===== src/rtl/adc_lvds_pkg.sv =====
`default_nettype none
// ============================================================================
//  Module      : adc_lvds_pkg
//  Description : Constants shared across the ADC LVDS link: the 14:1 DDR
//                serializer, the 1:14 DDR receiver and the alignment
//                controller. Every block reads its word width and its
//                training/frame patterns from here so that they stay in step.
//  Revision    : 1.0 - initial release
// ============================================================================
package adc_lvds_pkg;

    // ADC sample width in bits
    localparam int ADC_WIDTH = 14;

    // Training word. The receiver's bitslip search looks for this pattern.
    localparam logic [13:0] TRAIN_WORD_DEF = 14'h3F80;

    // Frame-clock (FCO) pattern. It is sent alongside every word and is
    // never rotated.
    localparam logic [13:0] FRAME_WORD_DEF = 14'h3F80;

    typedef logic [ADC_WIDTH-1:0] adc_word_t;

endpackage : adc_lvds_pkg
`default_nettype wire


===== src/rtl/serdes_14x1_ddr_tx_if.sv =====
`default_nettype none
// ============================================================================
//  Module      : serdes_14x1_ddr_tx_if
//  Description : Parallel-word and serial-pair bundle of the 14:1 DDR
//                serializer.
//                  data_in/data_valid/data_ready : word handshake
//                  train_en                      : send training word
//                  slip                          : rotate data by one more bit
//                  dout_r/dout_f                 : data bit pair for the ODDR
//                  frame_r/frame_f               : frame-clock bit pair
//                  word_start                    : first pair of a word
//                  underrun                      : a slot had no valid word
//                The serializer connects to the slave modport. The word
//                source connects to the master modport.
//  Revision    : 1.0 - initial release
// ============================================================================
interface serdes_14x1_ddr_tx_if
    import adc_lvds_pkg::*;
#(
    parameter int WIDTH = ADC_WIDTH
) ();

    logic [WIDTH-1:0] data_in;
    logic             data_valid;
    logic             data_ready;
    logic             train_en;
    logic             slip;
    logic             dout_r;
    logic             dout_f;
    logic             frame_r;
    logic             frame_f;
    logic             word_start;
    logic             underrun;

    modport master (
        output data_in,
        output data_valid,
        input  data_ready,
        output train_en,
        output slip,
        input  dout_r,
        input  dout_f,
        input  frame_r,
        input  frame_f,
        input  word_start,
        input  underrun
    );

    modport slave (
        input  data_in,
        input  data_valid,
        output data_ready,
        input  train_en,
        input  slip,
        output dout_r,
        output dout_f,
        output frame_r,
        output frame_f,
        output word_start,
        output underrun
    );

endinterface : serdes_14x1_ddr_tx_if
`default_nettype wire


===== src/rtl/serdes_word_rotl.sv =====
`default_nettype none
// ============================================================================
//  Module      : serdes_word_rotl
//  Description : Combinational rotate-left of a WIDTH-bit word by i_off bits.
//                i_off must be within 0..WIDTH-1.
//  Ports       : i_word - word to rotate
//                i_off  - rotate-left amount
//                o_word - rotated word
//  Revision    : 1.0 - initial release
// ============================================================================
module serdes_word_rotl #(
    parameter int WIDTH = 14,
    parameter int OFF_W = 4
) (
    input  logic [WIDTH-1:0] i_word,
    input  logic [OFF_W-1:0] i_off,
    output logic [WIDTH-1:0] o_word
);

    // With i_off == 0 the right shift is by WIDTH. That yields zero, so the
    // word passes through unchanged.
    assign o_word = (i_word << i_off) | (i_word >> (WIDTH - int'(i_off)));

endmodule : serdes_word_rotl
`default_nettype wire


===== src/rtl/serdes_14x1_ddr_tx.sv =====
`default_nettype none
// ============================================================================
//  Module      : serdes_14x1_ddr_tx
//  Description : 14:1 DDR serializer. This is the transmit side of the ADC
//                LVDS link.
//                Each clk cycle it emits one rising/falling bit pair for a
//                downstream ODDR, plus a matching frame-clock pair. Bits go
//                out MSB first. One word takes WIDTH/2 cycles, and the stream
//                has no gaps between words.
//                A training mode sends TRAIN_WORD. The slip input rotates
//                data words left by one extra bit, which lets the receiver's
//                bitslip logic be exercised.
//  Ports       : clk    - bit-pair clock, sole clock
//                rst_n  - synchronous reset, active low
//                bus    - serdes_14x1_ddr_tx_if.slave (handshake + serial pairs)
//  Revision    : 1.0 - initial release
// ============================================================================
module serdes_14x1_ddr_tx
    import adc_lvds_pkg::*;
#(
    parameter int               WIDTH      = ADC_WIDTH,
    parameter logic [WIDTH-1:0] TRAIN_WORD = TRAIN_WORD_DEF[WIDTH-1:0],
    parameter logic [WIDTH-1:0] FRAME_WORD = FRAME_WORD_DEF[WIDTH-1:0]
) (
    input  logic                 clk,
    input  logic                 rst_n,
    serdes_14x1_ddr_tx_if.slave  bus
);

    localparam int                 c_PAIRS   = WIDTH / 2;
    localparam int                 c_CNT_W   = (c_PAIRS > 1) ? $clog2(c_PAIRS) : 1;
    localparam int                 c_OFF_W   = $clog2(WIDTH);
    localparam logic [c_CNT_W-1:0] c_LAST    = c_CNT_W'(c_PAIRS - 1);
    localparam logic [c_OFF_W-1:0] c_OFF_MAX = c_OFF_W'(WIDTH - 1);

    logic [c_CNT_W-1:0] r_cnt;
    logic [c_OFF_W-1:0] r_off;
    logic               r_slip_pend;
    logic [WIDTH-1:0]   r_shift;
    logic [WIDTH-1:0]   r_frame;
    logic               r_word_start;
    logic               r_underrun;

    logic               w_load;
    logic               w_slip_now;
    logic [c_OFF_W-1:0] w_off_nxt;
    logic [WIDTH-1:0]   w_rot;
    logic [WIDTH-1:0]   w_word;

    // The last pair of a word is the slot in which the next word is loaded.
    // The counter resets to this value, so loading starts immediately after
    // reset is released.
    assign w_load = (r_cnt == c_LAST);

    // A slip that arrives in the load cycle itself is applied at that load.
    assign w_slip_now = r_slip_pend | bus.slip;

    always_comb begin
        w_off_nxt = r_off;
        if (w_slip_now) begin
            w_off_nxt = (r_off == c_OFF_MAX) ? '0 : r_off + 1'b1;
        end
    end

    serdes_word_rotl #(
        .WIDTH (WIDTH),
        .OFF_W (c_OFF_W)
    ) u_rotl (
        .i_word (bus.data_in),
        .i_off  (w_off_nxt),
        .o_word (w_rot)
    );

    // Select the word for this slot. Training words are never rotated. When
    // no word is valid, the slot is filled with zeros.
    always_comb begin
        w_word = '0;
        if (bus.train_en) begin
            w_word = TRAIN_WORD;
        end else if (bus.data_valid) begin
            w_word = w_rot;
        end
    end

    always_ff @(posedge clk) begin
        if (!rst_n) begin
            r_cnt        <= c_LAST;
            r_off        <= '0;
            r_slip_pend  <= 1'b0;
            r_shift      <= '0;
            r_frame      <= '0;
            r_word_start <= 1'b0;
            r_underrun   <= 1'b0;
        end else begin
            r_word_start <= w_load;
            r_underrun   <= w_load & ~bus.train_en & ~bus.data_valid;
            if (w_load) begin
                r_cnt       <= '0;
                r_off       <= w_off_nxt;
                r_slip_pend <= 1'b0;
                r_shift     <= w_word;
                r_frame     <= FRAME_WORD;
            end else begin
                r_cnt   <= r_cnt + 1'b1;
                r_shift <= {r_shift[WIDTH-3:0], 2'b00};
                r_frame <= {r_frame[WIDTH-3:0], 2'b00};
                if (bus.slip) begin
                    r_slip_pend <= 1'b1;
                end
            end
        end
    end

    // The pair outputs are taken directly from the top two shift-register
    // bits. The earlier (more significant) bit goes to the rising edge.
    assign bus.dout_r     = r_shift[WIDTH-1];
    assign bus.dout_f     = r_shift[WIDTH-2];
    assign bus.frame_r    = r_frame[WIDTH-1];
    assign bus.frame_f    = r_frame[WIDTH-2];
    assign bus.word_start = r_word_start;
    assign bus.underrun   = r_underrun;
    assign bus.data_ready = rst_n & w_load & ~bus.train_en;

endmodule : serdes_14x1_ddr_tx
`default_nettype wire


===== src/flat_wrapper.sv =====
// flat-port wrapper written by rule: the top's interface ports become plain ports
module serdes_14x1_ddr_tx_flat import adc_lvds_pkg::*;
#(
    parameter int               WIDTH      = ADC_WIDTH,
    parameter logic [WIDTH-1:0] TRAIN_WORD = TRAIN_WORD_DEF[WIDTH-1:0],
    parameter logic [WIDTH-1:0] FRAME_WORD = FRAME_WORD_DEF[WIDTH-1:0]
)
  (clk, rst_n, bus_data_in, bus_data_valid, bus_data_ready, bus_train_en, bus_slip, bus_dout_r, bus_dout_f, bus_frame_r, bus_frame_f, bus_word_start, bus_underrun);
  serdes_14x1_ddr_tx_if #(.WIDTH(WIDTH)) bus_i ();
  input  logic clk;
  input  logic rst_n;
  input wire logic [$bits(bus_i.data_in)-1:0] bus_data_in;
  input wire logic [$bits(bus_i.data_valid)-1:0] bus_data_valid;
  output wire logic [$bits(bus_i.data_ready)-1:0] bus_data_ready;
  input wire logic [$bits(bus_i.train_en)-1:0] bus_train_en;
  input wire logic [$bits(bus_i.slip)-1:0] bus_slip;
  output wire logic [$bits(bus_i.dout_r)-1:0] bus_dout_r;
  output wire logic [$bits(bus_i.dout_f)-1:0] bus_dout_f;
  output wire logic [$bits(bus_i.frame_r)-1:0] bus_frame_r;
  output wire logic [$bits(bus_i.frame_f)-1:0] bus_frame_f;
  output wire logic [$bits(bus_i.word_start)-1:0] bus_word_start;
  output wire logic [$bits(bus_i.underrun)-1:0] bus_underrun;
  assign bus_i.data_in = bus_data_in;
  assign bus_i.data_valid = bus_data_valid;
  assign bus_data_ready = bus_i.data_ready;
  assign bus_i.train_en = bus_train_en;
  assign bus_i.slip = bus_slip;
  assign bus_dout_r = bus_i.dout_r;
  assign bus_dout_f = bus_i.dout_f;
  assign bus_frame_r = bus_i.frame_r;
  assign bus_frame_f = bus_i.frame_f;
  assign bus_word_start = bus_i.word_start;
  assign bus_underrun = bus_i.underrun;
  serdes_14x1_ddr_tx #(.WIDTH(WIDTH), .TRAIN_WORD(TRAIN_WORD), .FRAME_WORD(FRAME_WORD)) u_core (.clk(clk), .rst_n(rst_n), .bus(bus_i));
endmodule

===== config.mk =====
export PLATFORM = sky130hd
export DESIGN_NAME = serdes_14x1_ddr_tx_flat
export DESIGN_NICKNAME = d
export VERILOG_FILES = /design/src/rtl/adc_lvds_pkg.sv /design/src/rtl/serdes_14x1_ddr_tx_if.sv /design/src/rtl/serdes_word_rotl.sv /design/src/rtl/serdes_14x1_ddr_tx.sv /design/src/flat_wrapper.sv
export SDC_FILE = /design/constraint.sdc
export NUM_CORES = 1
export LEC_CHECK = 0
export CELL_PAD_IN_SITES_DETAIL_PLACEMENT = 0
export CELL_PAD_IN_SITES_GLOBAL_PLACEMENT = 1
export CORE_ASPECT_RATIO = 2
export CORE_UTILIZATION = 34
export DETAILED_ROUTE_END_ITERATION = 12
export PLACE_DENSITY = 0.68
export SYNTH_ARGS = -nofsm -noshare
export SYNTH_HDL_FRONTEND = slang
export SYNTH_HIERARCHICAL = 1
export SYNTH_SLANG_ARGS = --single-unit
export TNS_END_PERCENT = 30

===== constraint.sdc =====
create_clock -name clk -period 2.7 [get_ports clk]
set_clock_uncertainty 0.2 [all_clocks]
set_input_delay 0.54 -clock clk [delete_from_list [all_inputs] [get_ports clk]]
set_output_delay 0.54 -clock clk [all_outputs]
set_load 0.03 [all_outputs]

=== Word level (Yosys, flattened, before mapping) ===
Index checks and enable logic that the tools add are counted.

* Reduce and logical (&&, ||, !) cells: 2
* Shifts and indexed selects: 2
* Mux-type cells: 7
* Add/sub/neg operators: 3
* Bitwise gates (word level): 10
* Eq/ne operators: 2

{| class="wikitable"
|+ Operators by type and width
! operator !! count
|-
| $mux 14 || 4
|-
| $shr 14x32->14 || 1
|-
| $or 14x14->14 || 1
|-
| $shl 14x4->14 || 1
|-
| $mux 4 || 2
|-
| $sub 4x4->5 const A || 1
|-
| $add 4x1->4 const B || 1
|-
| $and 1x1->1 || 4
|-
| $eq 4x4->1 const B || 1
|-
| $not 1->1 || 4
|-
| $reduce_or 4->1 || 1
|-
| $add 3x1->3 const B || 1
|-
| $eq 3x3->1 const B || 1
|-
| $mux 3 || 1
|-
| $reduce_or 2->1 || 1
|-
| $or 1x1->1 || 1
|}

* Bits of input ports: 19
* Bits in registers: 38
* Logic and storage cells: 36

=== Depth between registers and ports, before layout ===
* Depth after elaboration: 9
* Gate-level depth with buffers: 13
* Mapped depth without buffers: 11

=== By module ===
Netlist, hierarchy kept.

{| class="wikitable"
|+ By module, submodules not included
! module !! area each (sq um) !! seq. area each (sq um) !! times used !! cells an instance
|-
| serdes_word_rotl || 1400.1 || 0.0 || 1 || 180
|-
| serdes_14x1_ddr_tx || 1101.1 || 540.5 || 1 || 124
|}

=== Worst setup path after synthesis ===
OpenSTA, ideal clock, no wires.

* Path type: input port to flip-flop
* Start point: input bus_slip
* End point: register u_core.r_shift[13]
* Data required time: 2378 ps
* Data arrival time: 2434 ps
* Cell stages on the path: 10
* Library setup time: 122 ps
* Path slack: -56 ps
* Cells stage by stage: o21ai_0 -> nand2_1 -> nand2_1 -> buf_6 -> mux4_2 -> mux2i_1 -> nor2_1 -> a211o_1 -> a211oi_1 -> nor3_2

* Word-level cells in the longest chain between the ends: 8

{| class="wikitable"
|+ Ends and longest elaborated chain
! item !! line !! RTL
|-
| start: declaration || flat_wrapper.sv:16 || <nowiki>input wire logic [$bits(bus_i.slip)-1:0] bus_slip;</nowiki>
|-
| $or 1x1->1 * || serdes_14x1_ddr_tx.sv:56 || <nowiki>assign w_slip_now = r_slip_pend | bus.slip;</nowiki>
|-
| $mux 4 * || serdes_14x1_ddr_tx.sv:60 || <nowiki>if (w_slip_now) begin</nowiki>
|-
| net u_core.w_off_nxt[1] || serdes_14x1_ddr_tx.sv:46 || <nowiki>logic [c_OFF_W-1:0] w_off_nxt;</nowiki>
|-
| $sub 4x4->5 || serdes_word_rotl.sv:22 || <nowiki>assign o_word = (i_word << i_off) | (i_word >> (WIDTH - int'(i_off)));</nowiki>
|-
| $shr 14x32->14 || serdes_word_rotl.sv:22 ||
|-
| $or 14x14->14 * || serdes_word_rotl.sv:22 ||
|-
| net u_core.w_rot[13] || serdes_14x1_ddr_tx.sv:47 || <nowiki>logic [WIDTH-1:0] w_rot;</nowiki>
|-
| $mux 14 * || serdes_14x1_ddr_tx.sv:80 || <nowiki>end else if (bus.data_valid) begin</nowiki>
|-
| $mux 14 * || serdes_14x1_ddr_tx.sv:78 || <nowiki>if (bus.train_en) begin</nowiki>
|-
| $mux 14 * || serdes_14x1_ddr_tx.sv:97 || <nowiki>if (w_load) begin</nowiki>
|-
| end signal: assignment || serdes_14x1_ddr_tx.sv:101 || <nowiki>r_shift <= w_word;</nowiki>
|-
| end signal: assignment || serdes_14x1_ddr_tx.sv:105 || <nowiki>r_shift <= {r_shift[WIDTH-3:0], 2'b00};</nowiki>
|-
| end: declaration || serdes_14x1_ddr_tx.sv:39 || <nowiki>logic [WIDTH-1:0] r_shift;</nowiki>
|}

Mark *: on every way through the listed nets, which the timed path passes. The rest lies on a longest branch.
A chain may end at the register's enable or synchronous reset.

=== Worst setup path after layout ===
Same ends and word-level chain as after synthesis.

==> reports/metrics.yaml <==
status: "complete, no violations"
cp-end-kind: "flip-flop"
pwr-share-clk_pct: 18.6
synthAdderAreaFrac_pct: 0.500
ys_seq_area_share_pct: 21.6
h-tree-depth: 1
io_pins: 26
antenna_found_initial: 0
hp-start: "u_core/r_shift[0]"
area_growth_pct: 47.2
antenna_left: 0
drt_wl_total_mm: 8.37
synth_edf_count: 0
timing.final.crit_share_pct: 99.4
synth_compound_area_share_pct: 20.1
cp_slowest_stage_delay_ns: 0.51
startpoint_type: "input pin"
slew_violations: 0
die_h_um: 123
syn_inst: 304
clk_latency_ns: 0.25
crit_start: "bus_slip"
reg2reg_depth: 10
cp.arrival_ns: 2.60
synth_nets: 324
worstPathCellList: "buf_2 > o21a_4 > nor2_4 > buf_12 > mux4_2 > mux2i_1 > nor2b_1 > a211o_1 > a211oi_2 > nor3_2"
cp-endpoint: "u_core/r_shift[13]"
yosys_warnings: 6
max_slew.worst_pin.slew_ns: 0.773
internal-power_mw: 1.14
die-area_mm2: 0.00772
path_buf_inv: 2
start_util_pct: 35.5
cts_tree: "yes"
hp-class: "reg -> reg"
ys.flop_type: "dfxtp_1"
dp_hpwl_mm: 6.41
crit_type: "in -> reg"
whs_ns: 0.241
leakage_nw: 1.50
grt_pass1_wl_mm: 12.5
clkSlewWorstSetupHoldPaths_ns: 0.07
vias: 2655
async_reset_ff_share_pct: 0
peakVddDrop_mv: 0.287
gp_congestion: 0.961
cts_max_path_buffers: 2
power_density_mw_per_mm2: 479
die_w_um: 62.6
synth_simple_gate_area_share_pct: 24.3
slew-limit-headroom_pct: 48.4
clock-sinks: 27
critPathRequiredTime_ns: 2.62
swShare_pct: 35.5
synth_area_mm2: 0.00250
p_sw_uw: 626
synth.mux.area_fraction_pct: 22.6
worstSetupPathDepth: 10
maxCapViolations: 0
rsz0062_at_grt: "true"
r2r_start: "u_core/r_off[0]"
synth_top_family_by_area: "simple AND/OR/NAND/NOR gates"
avgSynthCellArea_um2: 8.23
p_seq_share_pct: 25.9
drt_iter0_drc: 105
layout-drive-gt1-share_pct: 38.2
drt_first_pass_iters: 4
final.fill_count: 681
diodes: 0
core_mm2: 0.00705
power_frac_comb_pct: 55.5
grt_pass1_vias: 2565
finalSetupTns_ns: 0
core.rowCount: 43
synth_xor_area_share_pct: 2.15
wire_per_inst_um: 17.2
critPathTopFamily: "multiplexers"
drc_errors: 0
period_minus_slack_ns: 2.68
yosysTopAreaCell: "dfxtp_1"
root_buffer: "clkbuf_16"
ys_ff_latch: 27
timing.rr.end: "u_core/r_shift[13]"
hold_buffers: 0
cts_buffers: 3
fmax_mhz: 372
setup_viol: 0
grt_max_degree: 23
placed_cells: 466
cp_max_fo: 8
grtUsageTotal_pct: 21.1
yosysTopAreaCellShare_pct: 21.6
via_per_inst: 5.47
ys_top_cells_by_area: "dfxtp_1 22%, mux2i_1 14%, nand2_1 4.7%"
rrSetupSlack_ns: 0.06
hold_violations: 0
portBuffers: 25
cp_slowest_cell: "mux4_2"
fin_nets: 416
final_common_cell: "buf_4"
synthDistinctLibCells: 49
grt-ovfl-total: 0
final_cell_mix: "77 x buf_4, 30 x nor2_1, 29 x nand2_1, 29 x mux2i_1, 25 x dfxtp_1"
stdcell_count: 485
## stage by stage
stage / setup WS [ns] / util [%] / area [µm²] / power [mW]
2_1_floorplan: 0.0547 / - / 2500 / 0.994
3_3_place_gp: -0.773 / 45.8 / 3230 / 1.28
3_5_place_dp: -0.742 / 45.8 / 3230 / 1.29
4_1_cts: 0.00192 / 47.9 / 3370 / 1.63
5_1_grt: -0.0549 / 52.2 / 3680 / 1.86
6_report: 0.0154 / 52.2 / 3680 / 1.76
## power groups by stage
stage | sequential [mW] | clock [mW] | combinational [mW]
2_1_floorplan | 0.481 | 0 | 0.512
3_3_place_gp | 0.463 | 0 | 0.816
3_5_place_dp | 0.464 | 0 | 0.822
4_1_cts | 0.456 | 0.335 | 0.842
5_1_grt | 0.461 | 0.349 | 1.05
6_report | 0.457 | 0.329 | 0.979
## worst min-delay path by stage
stage / end / slack (ns) / cells after the start
6_report: u_core/r_shift[2] / 0.24 / 2
4_1_cts: u_core/r_shift[2] / 0.24 / 2
2_1_floorplan: u_core/r_frame[12] / 0.22 / 2
3_5_place_dp: u_core/r_shift[2] / 0.23 / 2
5_1_grt: u_core/r_shift[2] / 0.25 / 2
3_3_place_gp: u_core/r_shift[4] / 0.22 / 2
## layer usage
metal | wire length (µm) | global-route usage [%] | vias up
met1 | 2970 | 19.3 | 1257
met4 | 668 | 15.0 | 0
met3 | 153 | 1.66 | 36
met5 | 0 | 0 | -
li1 | - | - | 1292
met2 | 4570 | 42.6 | 70
## cells by family (layout without fill, tap and decap cells)
group           count (synthesis)  after routing
simple gates                  118            118
mux                            49             49
xor+xnor                        4              4
compound gates                 74             74
buf+inv                        31            122
flops                          27             27
fa+ha+maj                       1              1
## sequential cells by signal, summed over array words and instances (netlist names)
name	cells
u_core/r_shift	14
u_core/r_frame	4
u_core/r_off	4
u_core/r_cnt	3
u_core/bus.underrun	1
u_core/r_slip_pend	1
## area by class of cell
type	instances	area [µm²]	share of cell area (%)
Tap cell	90	113	3.06
Clock buffer	3	75.1	2.04
Inverter	6	22.5	0.612
Multi-Input combinational cell	246	1920	52.2
Timing Repair Buffer	112	1000	27.2
Clock inverter	1	5.00	0.136
Sequential cell	27	543	14.8
## repair_timing
item	CTS	global route
pin swaps	5	14
setup endpoints to repair	14	13
buffers inserted	2	11
gates resized for setup	20	34
endpoints found under the hold margin	0	0
gates cloned	0	2
## worst reg2reg max path, delay by kind of cell (launching register included)
kind	cells	cell delay, ns
compound gates	2	0.48
buf+inv	2	0.32
flops	1	0.37
mux	2	0.72
simple gates	4	0.42
## cell usage after synthesis, drive strengths merged, types with 2 or more instances
library cell	n
a211o	3
a211oi	9
a21o	2
a21oi	18
a2bb2oi	2
and2	4
and3	2
buf	22
clkbuf	3
dfxtp	27
inv	6
mux2	10
mux2i	34
mux4	5
nand2	31
nand2b	5
nand3	15
nand3b	2
nand4	2
nor2	31
nor2b	7
nor3	14
nor3b	2
o211ai	6
o21ai	15
o221ai	4
o22ai	6
o31ai	3
or3	2
xnor2	3
No activity file was read; power rests on OpenSTA's default activity.
